$ cat config.mk
export PLATFORM = sky130hd
export DESIGN_NAME = pkg_fft_output_deadlock_reporter
export DESIGN_NICKNAME = d
export VERILOG_FILES = /design/src/rtl/pkg_fft_output_dbg_pkg.sv /design/src/rtl/pkg_fft_output_prio_enc.sv /design/src/rtl/pkg_fft_output_deadlock_reporter.sv
export SDC_FILE = /design/constraint.sdc
export NUM_CORES = 1
export LEC_CHECK = 0
export ABC_AREA = 1
export BUFFER_PORTS_ARGS = -buffer_cell sky130_fd_sc_hd__clkbuf_2
export CORE_UTILIZATION = 35
export DETAILED_ROUTE_END_ITERATION = 10
export PLACE_DENSITY = 0.54
export SYNTH_ARGS = -nofsm -noshare
export SYNTH_HDL_FRONTEND = slang
export SYNTH_HIERARCHICAL = 1
export SYNTH_SLANG_ARGS = --single-unit
$ cat constraint.sdc
create_clock -name clock -period 1.85 [get_ports clock]
set_input_delay 0.185 -clock clock [delete_from_list [all_inputs] [get_ports clock]]
set_output_delay 0.185 -clock clock [all_outputs]
set_load 0.01 [all_outputs]
$ cat src/rtl/pkg_fft_output_dbg_pkg.sv
// Shared types for the HLS deadlock-monitor debug path.
//   dbg_state_e : reporter FSM states
//   rpt_rec_t   : report record layout at its widest supported widths
//   id_width()  : width of a monitor index for n monitors (never below 1)
package pkg_fft_output_dbg_pkg;

  typedef enum logic [1:0] {
    IDLE   = 2'd0,
    QUAL   = 2'd1,
    REPORT = 2'd2,
    HOLD   = 2'd3
  } dbg_state_e;

  localparam int unsigned MAX_ID_W   = 4;
  localparam int unsigned MAX_INFO_W = 32;
  localparam int unsigned MAX_CNT_W  = 64;

  typedef struct packed {
    logic [MAX_ID_W-1:0]   mon_id;
    logic [MAX_INFO_W-1:0] info;
    logic [MAX_CNT_W-1:0]  cycles;
  } rpt_rec_t;

  function automatic int unsigned id_width(input int unsigned n);
    return (n <= 1) ? 1 : $clog2(n);
  endfunction

endpackage

$ cat src/rtl/pkg_fft_output_prio_enc.sv
// Lowest-set-bit priority encoder (combinational).
//   vec     : request vector, bit 0 has highest priority
//   idx_c   : index of the lowest set bit (0 when none set)
//   found_c : OR of vec
module pkg_fft_output_prio_enc #(
  parameter int unsigned N     = 1,
  parameter int unsigned IDX_W = 1
) (
  input  logic [N-1:0]     vec,
  output logic [IDX_W-1:0] idx_c,
  output logic             found_c
);

  // Scan high to low so the last hit written is the lowest index.
  always_comb begin
    idx_c   = '0;
    found_c = 1'b0;
    for (int i = N - 1; i >= 0; i--) begin
      if (vec[i]) begin
        idx_c   = IDX_W'(i);
        found_c = 1'b1;
      end
    end
  end

endmodule

$ cat src/rtl/pkg_fft_output_deadlock_reporter.sv
// Qualifies a persistent blockage from the HLS deadlock monitors and emits a
// one-shot report record over a valid/ready stream, plus a sticky flag.
//   clock, reset : clock, synchronous active-high reset
//   mon_block    : per-monitor block outputs
//   mon_info     : per-monitor axis_block_info, monitor i at [i*INFO_W +: INFO_W]
//   clear        : pulse; clears deadlock and re-arms from HOLD
//   rpt_valid/rpt_ready, rpt_mon_id, rpt_info, rpt_cycles : report stream
//   deadlock     : sticky deadlock flag
module pkg_fft_output_deadlock_reporter
  import pkg_fft_output_dbg_pkg::*;
#(
  parameter int unsigned NUM_MON = 1,
  parameter int unsigned INFO_W  = 1,
  parameter int unsigned THRESH  = 1024,
  parameter int unsigned CNT_W   = 32,
  localparam int unsigned ID_W   = id_width(NUM_MON)
) (
  input  logic                      clock,
  input  logic                      reset,
  input  logic [NUM_MON-1:0]        mon_block,
  input  logic [NUM_MON*INFO_W-1:0] mon_info,
  input  logic                      clear,
  output logic                      rpt_valid,
  input  logic                      rpt_ready,
  output logic [ID_W-1:0]           rpt_mon_id,
  output logic [INFO_W-1:0]         rpt_info,
  output logic [CNT_W-1:0]          rpt_cycles,
  output logic                      deadlock
);

  dbg_state_e        state;
  logic [CNT_W-1:0]  counter;
  logic [ID_W-1:0]   enc_idx;
  logic              any_blk;
  logic [INFO_W-1:0] sel_info;

  // found_c is the OR of mon_block, so it doubles as any_blk.
  pkg_fft_output_prio_enc #(
    .N     (NUM_MON),
    .IDX_W (ID_W)
  ) u_enc (
    .vec     (mon_block),
    .idx_c   (enc_idx),
    .found_c (any_blk)
  );

  // Info slice of the lowest-index blocked monitor.
  always_comb begin
    sel_info = '0;
    for (int i = 0; i < NUM_MON; i++) begin
      if (enc_idx == ID_W'(i)) sel_info = mon_info[i*INFO_W +: INFO_W];
    end
  end

  // Qualification / report FSM. The declaration writes deadlock after the
  // clear handling, so a same-cycle clear loses to a new declaration.
  always_ff @(posedge clock) begin
    if (reset) begin
      state      <= IDLE;
      counter    <= '0;
      rpt_valid  <= 1'b0;
      rpt_mon_id <= '0;
      rpt_info   <= '0;
      rpt_cycles <= '0;
      deadlock   <= 1'b0;
    end else begin
      if (clear) deadlock <= 1'b0;
      case (state)
        IDLE: begin
          counter <= '0;
          if (any_blk) begin
            if (THRESH == 1) begin
              counter    <= CNT_W'(THRESH);
              rpt_mon_id <= enc_idx;
              rpt_info   <= sel_info;
              rpt_cycles <= CNT_W'(THRESH);
              deadlock   <= 1'b1;
              rpt_valid  <= 1'b1;
              state      <= REPORT;
            end else begin
              counter <= CNT_W'(1);
              state   <= QUAL;
            end
          end
        end
        QUAL: begin
          if (!any_blk) begin
            counter <= '0;
            state   <= IDLE;
          end else if (counter == CNT_W'(THRESH - 1)) begin
            counter    <= CNT_W'(THRESH);
            rpt_mon_id <= enc_idx;
            rpt_info   <= sel_info;
            rpt_cycles <= CNT_W'(THRESH);
            deadlock   <= 1'b1;
            rpt_valid  <= 1'b1;
            state      <= REPORT;
          end else begin
            counter <= counter + CNT_W'(1);
          end
        end
        REPORT: begin
          if (rpt_ready) begin
            rpt_valid <= 1'b0;
            state     <= HOLD;
          end
        end
        HOLD: begin
          // Re-arm once the blockage clears, or immediately on clear.
          if (clear || !any_blk) begin
            counter <= '0;
            state   <= IDLE;
          end
        end
      endcase
    end
  end

endmodule

== After elaboration in Yosys (flattened, before gate mapping) ==
Cells that the tools add are included.

* Register bits: 38
* Output and inout port bits: 36
* Word-level logic and storage cells: 46

* Add/subtract/negate cells: 1
* Equal/unequal tests: 10
* Muxes and demuxes: 20
* Reductions and logical operators: 9

{| class="wikitable"
|+ Operators by type and width
! cell !! count
|-
| $mux W32 || 3
|-
| $pmux W32 S3 || 1
|-
| $add A32 B1 Y32 const B || 1
|-
| $eq A32 B10 Y1 const B || 1
|-
| $mux W2 || 5
|-
| $ne A2 B2 Y1 const B || 5
|-
| $mux W1 || 9
|-
| $pmux W2 S4 || 1
|-
| $reduce_and A4 Y1 || 2
|-
| $eq A2 B2 Y1 const B || 2
|-
| $ne A3 B3 Y1 const B || 1
|-
| $reduce_and A3 Y1 || 1
|-
| $reduce_bool A3 Y1 || 1
|-
| $eq A2 B1 Y1 const B || 1
|-
| $logic_not A2 Y1 || 1
|-
| $pmux W1 S2 || 1
|-
| $reduce_and A2 Y1 || 1
|-
| $reduce_bool A2 Y1 || 1
|-
| $logic_not A1 Y1 || 1
|-
| $logic_or A1 B1 Y1 || 1
|}

== Longest topological paths before layout ==
Gate-level depths: netlist of run 1.

* Depth after elaboration: 5
* Mapped depth: 13
* Mapped depth without buffers: 12

== Cells and area by module ==
The synthesis of run 1 kept the hierarchy.

{| class="wikitable"
|+ Modules (own cells, without submodules)
! module !! times used !! cells an instance !! area each (µm²) !! seq. area each (µm²)
|-
| pkg_fft_output_deadlock_reporter || 1 || 433 || 2661.3 || 780.7
|-
| pkg_fft_output_prio_enc || 1 || 3 || 18.8 || 0.0
|}

== Least setup slack after synthesis of run 1 ==
Ideal clock, no wire load.

* Path type: flip-flop to flip-flop
* From: register counter[0]
* To: register counter[4]
* Library setup time: 0.117 ns
* Arrival: 1.406 ns
* Data required time: 1.733 ns
* Slack: 0.327 ns
* Stages on the path, launching flop included: 14
* Path buffers: 1
* Period minus slack after synthesis: 1.523 ns
* Path through: dfxtp_1 -> ha_1 -> inv_1 -> nor2_2 -> nand2_2 -> inv_2 -> nand2_2 -> nor2_4 -> nor2_4 -> inv_2 -> nand2_2 -> nand2_2 -> buf_6 -> nor2_2

* Word-level cells in the longest chain between the ends: 4

{| class="wikitable"
|+ Ends and longest elaborated chain
! what !! line !! RTL
|-
| from (decl) || pkg_fft_output_deadlock_reporter.sv:32 || <nowiki>logic [CNT_W-1:0] counter;</nowiki>
|-
| from (signal assigned) || pkg_fft_output_deadlock_reporter.sv:73 || <nowiki>counter <= CNT_W'(THRESH);</nowiki>
|-
| from (signal assigned) || pkg_fft_output_deadlock_reporter.sv:91 || <nowiki>counter <= CNT_W'(THRESH);</nowiki>
|-
| from (signal assigned) || pkg_fft_output_deadlock_reporter.sv:99 || <nowiki>counter <= counter + CNT_W'(1);</nowiki>
|-
| $add A32 B1 Y32 or $eq A32 B10 Y1 (tied branches) || pkg_fft_output_deadlock_reporter.sv:99, pkg_fft_output_deadlock_reporter.sv:90 ||
|-
| $mux W32 (*) || pkg_fft_output_deadlock_reporter.sv:90 || <nowiki>end else if (counter == CNT_W'(THRESH - 1)) begin</nowiki>
|-
| $mux W32 (*) || pkg_fft_output_deadlock_reporter.sv:87 || <nowiki>if (!any_blk) begin</nowiki>
|-
| $pmux W32 S3 (*) || pkg_fft_output_deadlock_reporter.sv:68 || <nowiki>case (state)</nowiki>
|}

Mark *: on every way between the ends. The rest lies on a longest branch, timed or not.
A chain may end at the register's enable or synchronous reset.

== Worst setup path in the final report of run 1 ==
* From: register counter[0]
* To: register counter[18]

The elaborated chain is that of the path after synthesis.

==> results of run 1 <==
==> cells by family (layout without fill, tap and decap cells) <==
group	count (synthesis)	count (layout)	share of synthesized area
XOR/XNOR	11	11	0.0359
AND/OR/NAND/NOR	267	267	0.429
flip-flops	39	39	0.291
AO/OA/AOI/OAI	36	36	0.0728
adder cells (fa/ha/maj)	1	1	0.00467
buffers and inverters	80	63	0.164
other	2	32	0.00280
==> where the power goes <==
part / switching, W / total [W] / internal [W]
Clock: 0.000313 / 0.000652 / 0.000339
Combinational: 0.0000771 / 0.0000978 / 0.0000207
Sequential: 0.00000571 / 0.000848 / 0.000843
Total: 0.000396 / 0.00160 / 0.00120
==> state kept, by name, indices dropped and copies added (netlist names), named ones only <==
register,flops
counter,32
rpt_mon_id,1
rpt_valid,1
rpt_cycles,1
rpt_info,1
deadlock,1
state,1
==> what timing repair did <==
action	in CTS	in global routing
setup endpoints to repair	0	2
endpoints found under the hold margin	0	0
resized for setup	0	1
hold buffers	0	0
==> worst max-delay path, stage by stage, from the launching register on <==
cell and delay, ps:
dfxtp_1 370, ha_1 180, inv_1 80, nor2_2 140, nand3_1 170, nor2_1 280, xor2_1 170, nand2_1 60
a21oi_1 120
==> per-layer routing <==
layer,vias up,global-route usage
met1,1132,0.234
met4,0,0.0534
li1,1312,-
met3,10,0.0277
met5,-,0
met2,45,0.284
==> synth_stat cells <==
library cell	n	share of area
nor2_4	3	0.013
or2_2	1	0.0023
o22ai_1	2	0.0047
dfxtp_1	39	0.29
and2_1	1	0.0023
xnor2_1	4	0.013
nand2_1	130	0.18
buf_6	1	0.0042
nor2_1	70	0.098
a31oi_1	1	0.0023
buf_4	34	0.095
nand3b_1	2	0.0056
a21oi_1	26	0.049
o21ai_0	6	0.011
conb_1	2	0.0028
inv_1	36	0.050
nand3_1	28	0.052
a21oi_4	1	0.0061
buf_2	3	0.0056
xor2_1	7	0.023
nand4_1	5	0.012
nor4_1	1	0.0023
clkbuf_1	2	0.0028
nor3b_1	1	0.0028
inv_2	4	0.0056
nand2_2	7	0.016
nor2_2	14	0.033
ha_1	1	0.0047
nor3_1	4	0.0075
==> worst max-delay path by stage <==
| stage | end | start | cells past startpoint |
|---|---|---|---|
| 4_1_cts | counter[2] | counter[0] | 12 |
| 5_1_grt | counter[21] | counter[15] | 8 |
| 3_3_place_gp | counter[2] | counter[0] | 12 |
| 2_1_floorplan | counter[4] | counter[0] | 13 |
| 6_report | counter[18] | counter[0] | 8 |
| 3_5_place_dp | counter[2] | counter[0] | 12 |
==> cell type report <==
| cell class | instances | share of cell area |
|---|---|---|
| inverter | 40 | 0.0532 |
| multi-input combinational | 347 | 0.559 |
| timing repair buffer | 15 | 0.0310 |
| tap | 99 | 0.0439 |
| clock inverter | 1 | 0.00266 |
| clock buffer | 7 | 0.0341 |
| sequential | 39 | 0.276 |
==> stage by stage <==
| step | hold WS (ps) | instances | total power, W | util | setup slack [ps] |
|---|---|---|---|---|---|
| after floorplan | 333 | 466 | 0.000996 | - | 327 |
| after global placement | 440 | 540 | 0.000965 | 0.370 | 207 |
| after detailed placement | 449 | 540 | 0.000964 | 0.370 | 157 |
| after CTS | 161 | 548 | 0.00162 | 0.385 | 142 |
| after global routing | 211 | 548 | 0.00168 | 0.385 | 33.7 |
| final | 175 | 548 | 0.00160 | 0.385 | 205 |
==> metrics.txt, run 1 <==
total CTS buffers=5; Multi-input gate area=1580 um^2; worst clock skew=4.25 ps; pwr dens=566 nW/um^2; drc violations=0; crit path kind=register to register; Post-CTS Setup Repair Bufs=0; synth unique cells=29; minimum clock period=1650 ps; Skew-Pair Late Insertion Delay=290 ps; first-pass detailed-route iteration total=4; number of global-route vias before repair=2216; commonest non-fill, non-tap cell in the layout=nand2_1; Critical Path RT=2080 ps; wl on met1=3.06 mm; unrepaired setup endpoints after global routing=false; register area share after synthesis=0.291; DRT Wirelength=6.24 mm; first-pass GRT wire length=10.4 mm; die width=89.5 um; status=finished, final reports clean; P&R area growth vs syn=5.37%; min-delay src=clear; endpoint type of the worst setup path=register; number of DRC markers in iteration 0=101; initial core utilization=0.366; fillers=816; synthesized area=2680 um^2; clock sink count=39; Vias/cell=4.56; WHS Endpoint=deadlock; hold depth=4; dpl hpwl=4.84 mm; Slew @ Worst Pin=505 ps; # rows=31; HP Class=input pin to register; gr usage total=0.174; largest net degree at the start of global routing=22; clk slew on worst S/H paths=80 ps; layout cells sized above 1=0.118; slew margin rel.=0.663; number of synthesis warnings=6; setup slack on the worst flop-to-flop path=200 ps; total number of vias=2499; FF+latch count, synth=39; met3 WL=180 um; Tcrit/Tclk final=0.889; Longest Clk Path Bufs=2; Final Hold Viols=0; area taken by flip-flops and latches=781 um^2; DR WL/cell=11.4 um; Pleak=1.12 nW; Peak VDD IR=0.329 mV; metal2 WL=2.93 mm; initial antenna violation count=0; Fmax achieved=608 MHz; CTS tree=yes; Mapped Cells=436; Clock Root Buffer=clkbuf_8; core area=7330 um^2; GRT Residual Overflow=0; highest-count cells in the layout ignoring fill and taps=nand2_1 (130), nor2_1 (70), dfxtp_1 (39), inv_1 (36), conb_1 (32); dpl cell area=2720 um^2; design area=2820 um^2; R2R cell count=8; crit path launch type=register; final antenna-violating net count=0; Max Cap Violations=0; placer's final routability congestion estimate=0.857; Max H-tree Level=2; fin. max-slew vios=0; Crit Path Max Fanout=4; die area=8010 um^2; Worst EP arrival=1870 ps; Setup TNS=0 ps; Avg Inst Size Synth=6.15 um^2; Top Metal Used=met4; Vert. Die Dim=89.5 um; RR Startpoint=counter[0]; Final setup viols=0; # port buffers=10; Antenna diodes=0; fin nets=455; RR Endpoint=counter[18]; io pins=42
(Power assumes the default switching activity.)
==> run 2: changes to the inputs <==
Settings changed: SYNTH_HIERARCHICAL 1 to unset.
Clock period 1.85 ns to 2.12 ns, I/O delays scaled along.
==> run 2 against run 1 <==
Effect of this change:
- cell area fell by 6.7%
- core utilization decreased by 0.37 points
- critical path type unchanged
- critical endpoint is now counter[20]
- clock power shrank 27%
==> metrics.txt, run 2 <==
Async SR Flop Fraction=0 (unchanged); layout cells sized above 1=0.0703 (-0.0478); Synth Flop Type=dfxtp_1; # port buffers=9 (-1); status=finished, final reports clean; total number of vias=2341 (-6.3%); Area contributors post-synth=dfxtp_1 (30%), nand2_1 (18%), nor2_1 (15%), buf_4 (9.8%), inv_1 (4.6%); slew margin rel.=0.663 (about the same); Peak VDD IR=0.205 mV (-38%); min-delay src=clear; Setup TNS=0 ps (unchanged); fin. max-slew vios=0 (unchanged); crit path launch type=register; Final Hold Viols=0 (unchanged); Max Cap Violations=0 (unchanged); Tcrit/Tclk final=0.819 (-0.0708); GRT Residual Overflow=0 (unchanged); initial antenna violation count=0 (unchanged); Sw Share=0.249 (+0.00105); Avg Inst Size Synth=6.10 um^2 (-0.72%); Synth Area in XOR/XNOR=0.0448 (+0.00890); clock power share=0.376 (-0.032); Critical Path RT=2350 ps (+270 ps); Antenna diodes=0 (unchanged); setup slack on the worst flop-to-flop path=380 ps (+180 ps); CTS tree=yes; commonest non-fill, non-tap cell in the layout=nand2_1; gr usage total=0.171 (-0.00277); placer's final routability congestion estimate=0.852 (-0.58%); post-synth top area share=0.300 (+0.00834); internal power=0.000958 W (-20%); core area=6910 um^2 (-5.8%); Mapped Cells=416 (-4.6%); Post-synth EDFFs=0 (unchanged); Sw Pwr=0.000317 W (-20%); Fmax achieved=576 MHz (-5.2%); # rows=30 (-3.2%); largest net degree at the start of global routing=16 (-27%); endpoint type of the worst setup path=register; top cell type by total area after synthesis=dfxtp_1; DRT Wirelength=5.82 mm (-6.7%); fillers=790 (-3.2%); Skew-Pair Late Insertion Delay=290 ps (about the same); Max H-tree Level=2 (unchanged); unrepaired setup endpoints after global routing=false; Worst EP arrival=1960 ps (+90 ps); Final setup viols=0 (unchanged); number of synthesis warnings=0 (-6); P&R area growth vs syn=3.80%; post-synthesis adder-cell area fraction=0.00493 (+0.000260); R2R cell count=11 (+3); die width=87.2 um (-2.6%); Post-CTS Setup Repair Bufs=0 (unchanged); clock sink count=38 (-2.6%); DR WL/cell=11.1 um (-2.3%); top-count cell post-synth=nand2_1; main combinational cell family by area after synthesis=simple AND/OR/NAND/NOR gates; RR Startpoint=counter[0]; clk slew on worst S/H paths=80 ps (about the same); Longest Clk Path Bufs=2 (unchanged); Comb power frac=0.059 (-0.002); CTS Hold Buffers Added=0 (unchanged); Pleak=0.991 nW (-11%); fin nets=434 (-4.6%); HP Class=input pin to register; worst clock skew=8.66 ps (+4.42 ps); Slew @ Worst Pin=505 ps (-0.392 ps); first-pass detailed-route iteration total=4 (unchanged); Vias/cell=4.48 (-1.8%); mux share of post-synthesis cell area=0 (unchanged); Clock Root Buffer=clkbuf_8; hold depth=4 (unchanged); minimum clock period=1740 ps (+90.0 ps); Biggest register=counter; pwr dens=484 nW/um^2 (-15%); max reg flops=32 (unchanged); synth cell count leaders=nand2_1 (122), nor2_1 (103), dfxtp_1 (38); total CTS buffers=5 (unchanged); initial core utilization=0.368 (+0.00198); RR Endpoint=counter[20]; Vert. Die Dim=87.2 um (-2.6%); Crit Path Max Fanout=4 (unchanged); WHS Endpoint=deadlock; post_cts resized=0 (unchanged); Synth Area in Simple Gates=0.448 (+0.0189); synthesized area=2540 um^2 (-5.3%); sequential group share of total power=0.565 (+0.034); first-pass GRT wire length=9.96 mm (-4.5%); dpl hpwl=4.54 mm (-6.2%); highest-count cells in the layout ignoring fill and taps=nand2_1 (122), nor2_1 (103), dfxtp_1 (38), conb_1 (32), inv_1 (31); crit path kind=register to register; worst hold slack=195 ps (+19.7 ps); register area share after synthesis=0.300 (+0.00834); final antenna-violating net count=0 (unchanged); die area=7600 um^2 (-5.2%); drc violations=0 (unchanged); complex-gate fraction of the synthesized area=0.0468 (-0.0260); synth unique cells=27 (-6.9%); number of DRC markers in iteration 0=115 (+14%); io pins=42 (unchanged); FF+latch count, synth=38 (-2.6%); number of global-route vias before repair=2131 (-3.8%)
-- run 2: layout make-up --
| cell class | count | area, um^2 | share of cell area |
|---|---|---|---|
| Multi-Input combinational cell | 340 | 1500 | 0.570 |
| Sequential cell | 38 | 761 | 0.289 |
| Tap cell | 96 | 120 | 0.0456 |
| Inverter | 31 | 116 | 0.0442 |
| Clock buffer | 7 | 76.3 | 0.0290 |
| Timing Repair Buffer | 11 | 60.1 | 0.0228 |
-- run 2: per-layer routing --
layer | up-vias | part of all wire | wire (um) | global-route usage
met5 | - | 0 | 0 | 0
met4 | 0 | 0.014 | 80 | 0.0537
met3 | 8 | 0.040 | 232 | 0.0322
met2 | 43 | 0.46 | 2700 | 0.282
met1 | 1049 | 0.48 | 2810 | 0.225
li1 | 1241 | - | - | -
-- run 2: logic make-up after synthesis --
group,count (synthesis)
buf+inv,69
simple gates,273
flops,38
other cells,1
fa+ha+maj,1
compound gates,21
xor+xnor,13
-- run 2: metrics by stage --
| stage | power (W) | util | instances | worst slack, ps | cell area [um^2] |
|---|---|---|---|---|---|
| floorplan | 0.000840 | - | 447 | 588 | 2660 |
| global placement | 0.000813 | 0.370 | 516 | 346 | 2560 |
| detailed placement | 0.000813 | 0.370 | 516 | 397 | 2560 |
| CTS | 0.00129 | 0.382 | 523 | 374 | 2640 |
| global route | 0.00133 | 0.382 | 523 | 195 | 2640 |
| finish | 0.00128 | 0.382 | 523 | 385 | 2640 |
-- run 2: power by group through the flow --
stage               sequential, W  combinational (W)  clock (W)
floorplan                0.000736           0.000104          0
global placement         0.000737          0.0000763          0
detailed placement       0.000737          0.0000758          0
CTS                      0.000720          0.0000760   0.000498
global route             0.000720          0.0000866   0.000524
finish                   0.000720          0.0000758   0.000479
-- run 2: critical path, stage by stage (launching register included) --
cell and delay [ps]:
dfxtp_1 370, ha_1 190, inv_1 70, nor2_2 130
nand2_2 100, nor2_1 220, nand2_1 150, nor2_2 150
nand2_1 70, nand2_1 60, inv_1 30, nor2_1 120
-- run 2: worst max path at each step --
stage	from	to	slack (ps)	depth (start not counted)
finish	counter[0]	counter[20]	380	11
global route	state[0]	counter[6]	200	7
CTS	counter[0]	counter[20]	370	11
detailed placement	counter[0]	counter[20]	400	11
global placement	counter[0]	counter[20]	350	11
floorplan	counter[1]	counter[2]	590	11
==> run 3: changes to the inputs <==
Clock period 2.12 ns to 1.6 ns, I/O delays scaled along.
==> run 3 against run 2 <==
Effect of this change:
- sequential share of layout area shrank 3.2 points
- maximum frequency grew 16%
- power grew 52%
- largest cell class unchanged
- die area is the same
- core utilization grew 5.3 points
- cell count grew 5.0%
- non-clock buffer count grew 25
- sequential power grew 32%
- global-route usage grew 0.50 points
- worst setup slack lost 280 ps
- clock skew shrank 1.7 ps
- clock-buffer cell count shrank 1
==> metrics.txt, run 3 (synthesis gave the netlist of run 2 again) <==
initial antenna violation count=0 (unchanged); critical path startpoint=state[0]; DRT Wirelength=6.27 mm (+7.8%); gr usage total=0.176 (+0.00500); Skew-Pair Late Insertion Delay=300 ps (about the same); dpl hpwl=4.78 mm (+5.2%); Final Hold Viols=0 (unchanged); Sw Pwr=0.000458 W (+44%); largest net degree at the start of global routing=15 (-1); Sw Share=0.237 (-0.0118); RR Endpoint=counter[6]; Critical Path RT=1790 ps (-560 ps); pwr dens=644 nW/um^2 (+33%); Vert. Die Dim=87.2 um (unchanged); layout cells sized above 1=0.190 (+0.120); Crit Path Max Fanout=6 (+2); GRT Residual Overflow=0 (unchanged); Peak VDD IR=0.537 mV (+160%); HP Class=input pin to register; highest-count cells in the layout ignoring fill and taps=nand2_1 (119), nor2_1 (88), conb_1 (32), dfxtp_1 (32), inv_1 (30); Longest Clk Path Bufs=2 (unchanged); Comb power frac=0.062 (+0.003); Final setup viols=0 (unchanged); Slew @ Worst Pin=725 ps (+220 ps); total number of vias=2423 (+3.5%); DR WL/cell=11.4 um (+2.7%); max reg flops=32 (unchanged); crit path kind=register to register; R2R cell count=8 (-3); Biggest register=counter; CTS Hold Buffers Added=0 (unchanged); fin. max-slew vios=0 (unchanged); Clock Root Buffer=clkbuf_8; final antenna-violating net count=0 (unchanged); number of DRC markers in iteration 0=107 (-7.0%); internal power=0.00148 W (+54%); clock sink count=38 (unchanged); setup slack on the worst flop-to-flop path=110 ps (-280 ps); fin nets=460 (+6.0%); die area=7600 um^2 (unchanged); Post-CTS Setup Repair Bufs=0 (unchanged); clk slew on worst S/H paths=80 ps (about the same); # port buffers=9 (unchanged); Antenna diodes=0 (unchanged); total CTS buffers=5 (unchanged); Worst EP arrival=1680 ps (-280 ps); Max Cap Violations=0 (unchanged); initial core utilization=0.368 (unchanged); io pins=42 (unchanged); CTS tree=yes; clock power share=0.446 (+0.070); Fmax achieved=669 MHz (+16%); Tcrit/Tclk final=0.934 (+0.116); Setup crit end=counter[6]; P&R area growth vs syn=18.3%; Vias/cell=4.41 (-1.4%); status=finished, final reports clean; slew margin rel.=0.516 (-0.147); commonest non-fill, non-tap cell in the layout=nand2_1; core area=6910 um^2 (unchanged); sequential group share of total power=0.493 (-0.072); Max H-tree Level=2 (unchanged); number of global-route vias before repair=2213 (+3.8%); Placement Setup Slack=-30.2 ps (-427 ps); worst clock skew=6.97 ps (-1.70 ps); minimum clock period=1490 ps (-240 ps); die width=87.2 um (unchanged); first-pass detailed-route iteration total=4 (unchanged); drc violations=0 (unchanged); Setup TNS=0 ps (unchanged); RR Startpoint=state[0]; placer's final routability congestion estimate=0.876 (+2.9%); # rows=30 (unchanged); crit path launch type=register; setup ws final=105 ps (-280 ps); min-delay src=clear; endpoint type of the worst setup path=register; Pleak=1.16 nW (+17%); first-pass GRT wire length=10.3 mm (+3.1%)
run 3: changes by cell type in the layout (fill, tap and decap cells not counted), moves of 2 or more:
| cell | before | now |
|---|---|---|
| clkbuf_1 | 2 | 0 |
| nand2_1 | 122 | 119 |
| nor2_1 | 103 | 88 |
| nand2_2 | 2 | 5 |
| nor2_4 | 0 | 5 |
| nand2_8 | 0 | 2 |
| dfxtp_2 | 0 | 5 |
| buf_4 | 2 | 26 |
| nor2_2 | 6 | 16 |
| dfxtp_1 | 38 | 32 |
run 3: layout make-up:
class / instances / area [um^2]
fill: 766 / 3900
clock inverter: 1 / 30.0
inverter: 31 / 116
sequential: 38 / 771
clock buffer: 6 / 82.6
multi-input combinational: 341 / 1620
timing repair buffer: 36 / 260
tap: 96 / 120
run 3: through the flow:
step,std cells,total power [W],hold WS (ps),util,area [um^2]
6_report,549,0.00193,124,0.435,3000
5_1_grt,549,0.00202,146,0.435,3000
4_1_cts,548,0.00194,125,0.418,2890
3_5_place_dp,541,0.00108,445,0.399,2760
3_3_place_gp,541,0.00108,436,0.399,2760
2_1_floorplan,447,0.00111,229,-,2660
run 3: worst min-delay path by stage:
stage,endpoint,slack (ps),cells past startpoint
finish,deadlock,120,4
CTS,deadlock,120,4
global placement,rpt_cycles[10],440,2
global route,deadlock,150,4
floorplan,counter[1],230,1
detailed placement,deadlock,450,4
run 3: repair_timing:
item | CTS | global route
gates resized for setup | 3 | 34
setup endpoints to repair | 14 | 34
gates cloned | 0 | 1
pin swaps | 0 | 7
run 3: metal layers:
metal / GRT usage / vias up / share of wire
met3: 0.0256 / 5 / 0.035
met5: 0 / - / 0
met2: 0.305 / 44 / 0.46
met4: 0.0447 / 0 / 0.0099
met1: 0.228 / 1077 / 0.50
li1: - / 1297 / -
run 3: worst max-delay path: stages, from the launching register on:
cell and delay, ps:
dfxtp_1 390, nand2_1 140, o21ai_4 250, inv_1 90, buf_4 170, nand2_1 110
nor2_1 60, xnor2_1 130, nor2_1 50
run 3: power by group through the flow:
stage                     registers (W)  logic, W  clock network (W)
after floorplan                0.000975  0.000138                  0
after detailed placement       0.000976  0.000109                  0
after global routing           0.000953  0.000137           0.000925
after global placement         0.000976  0.000107                  0
after CTS                      0.000954  0.000111           0.000879
final                          0.000953  0.000119           0.000861
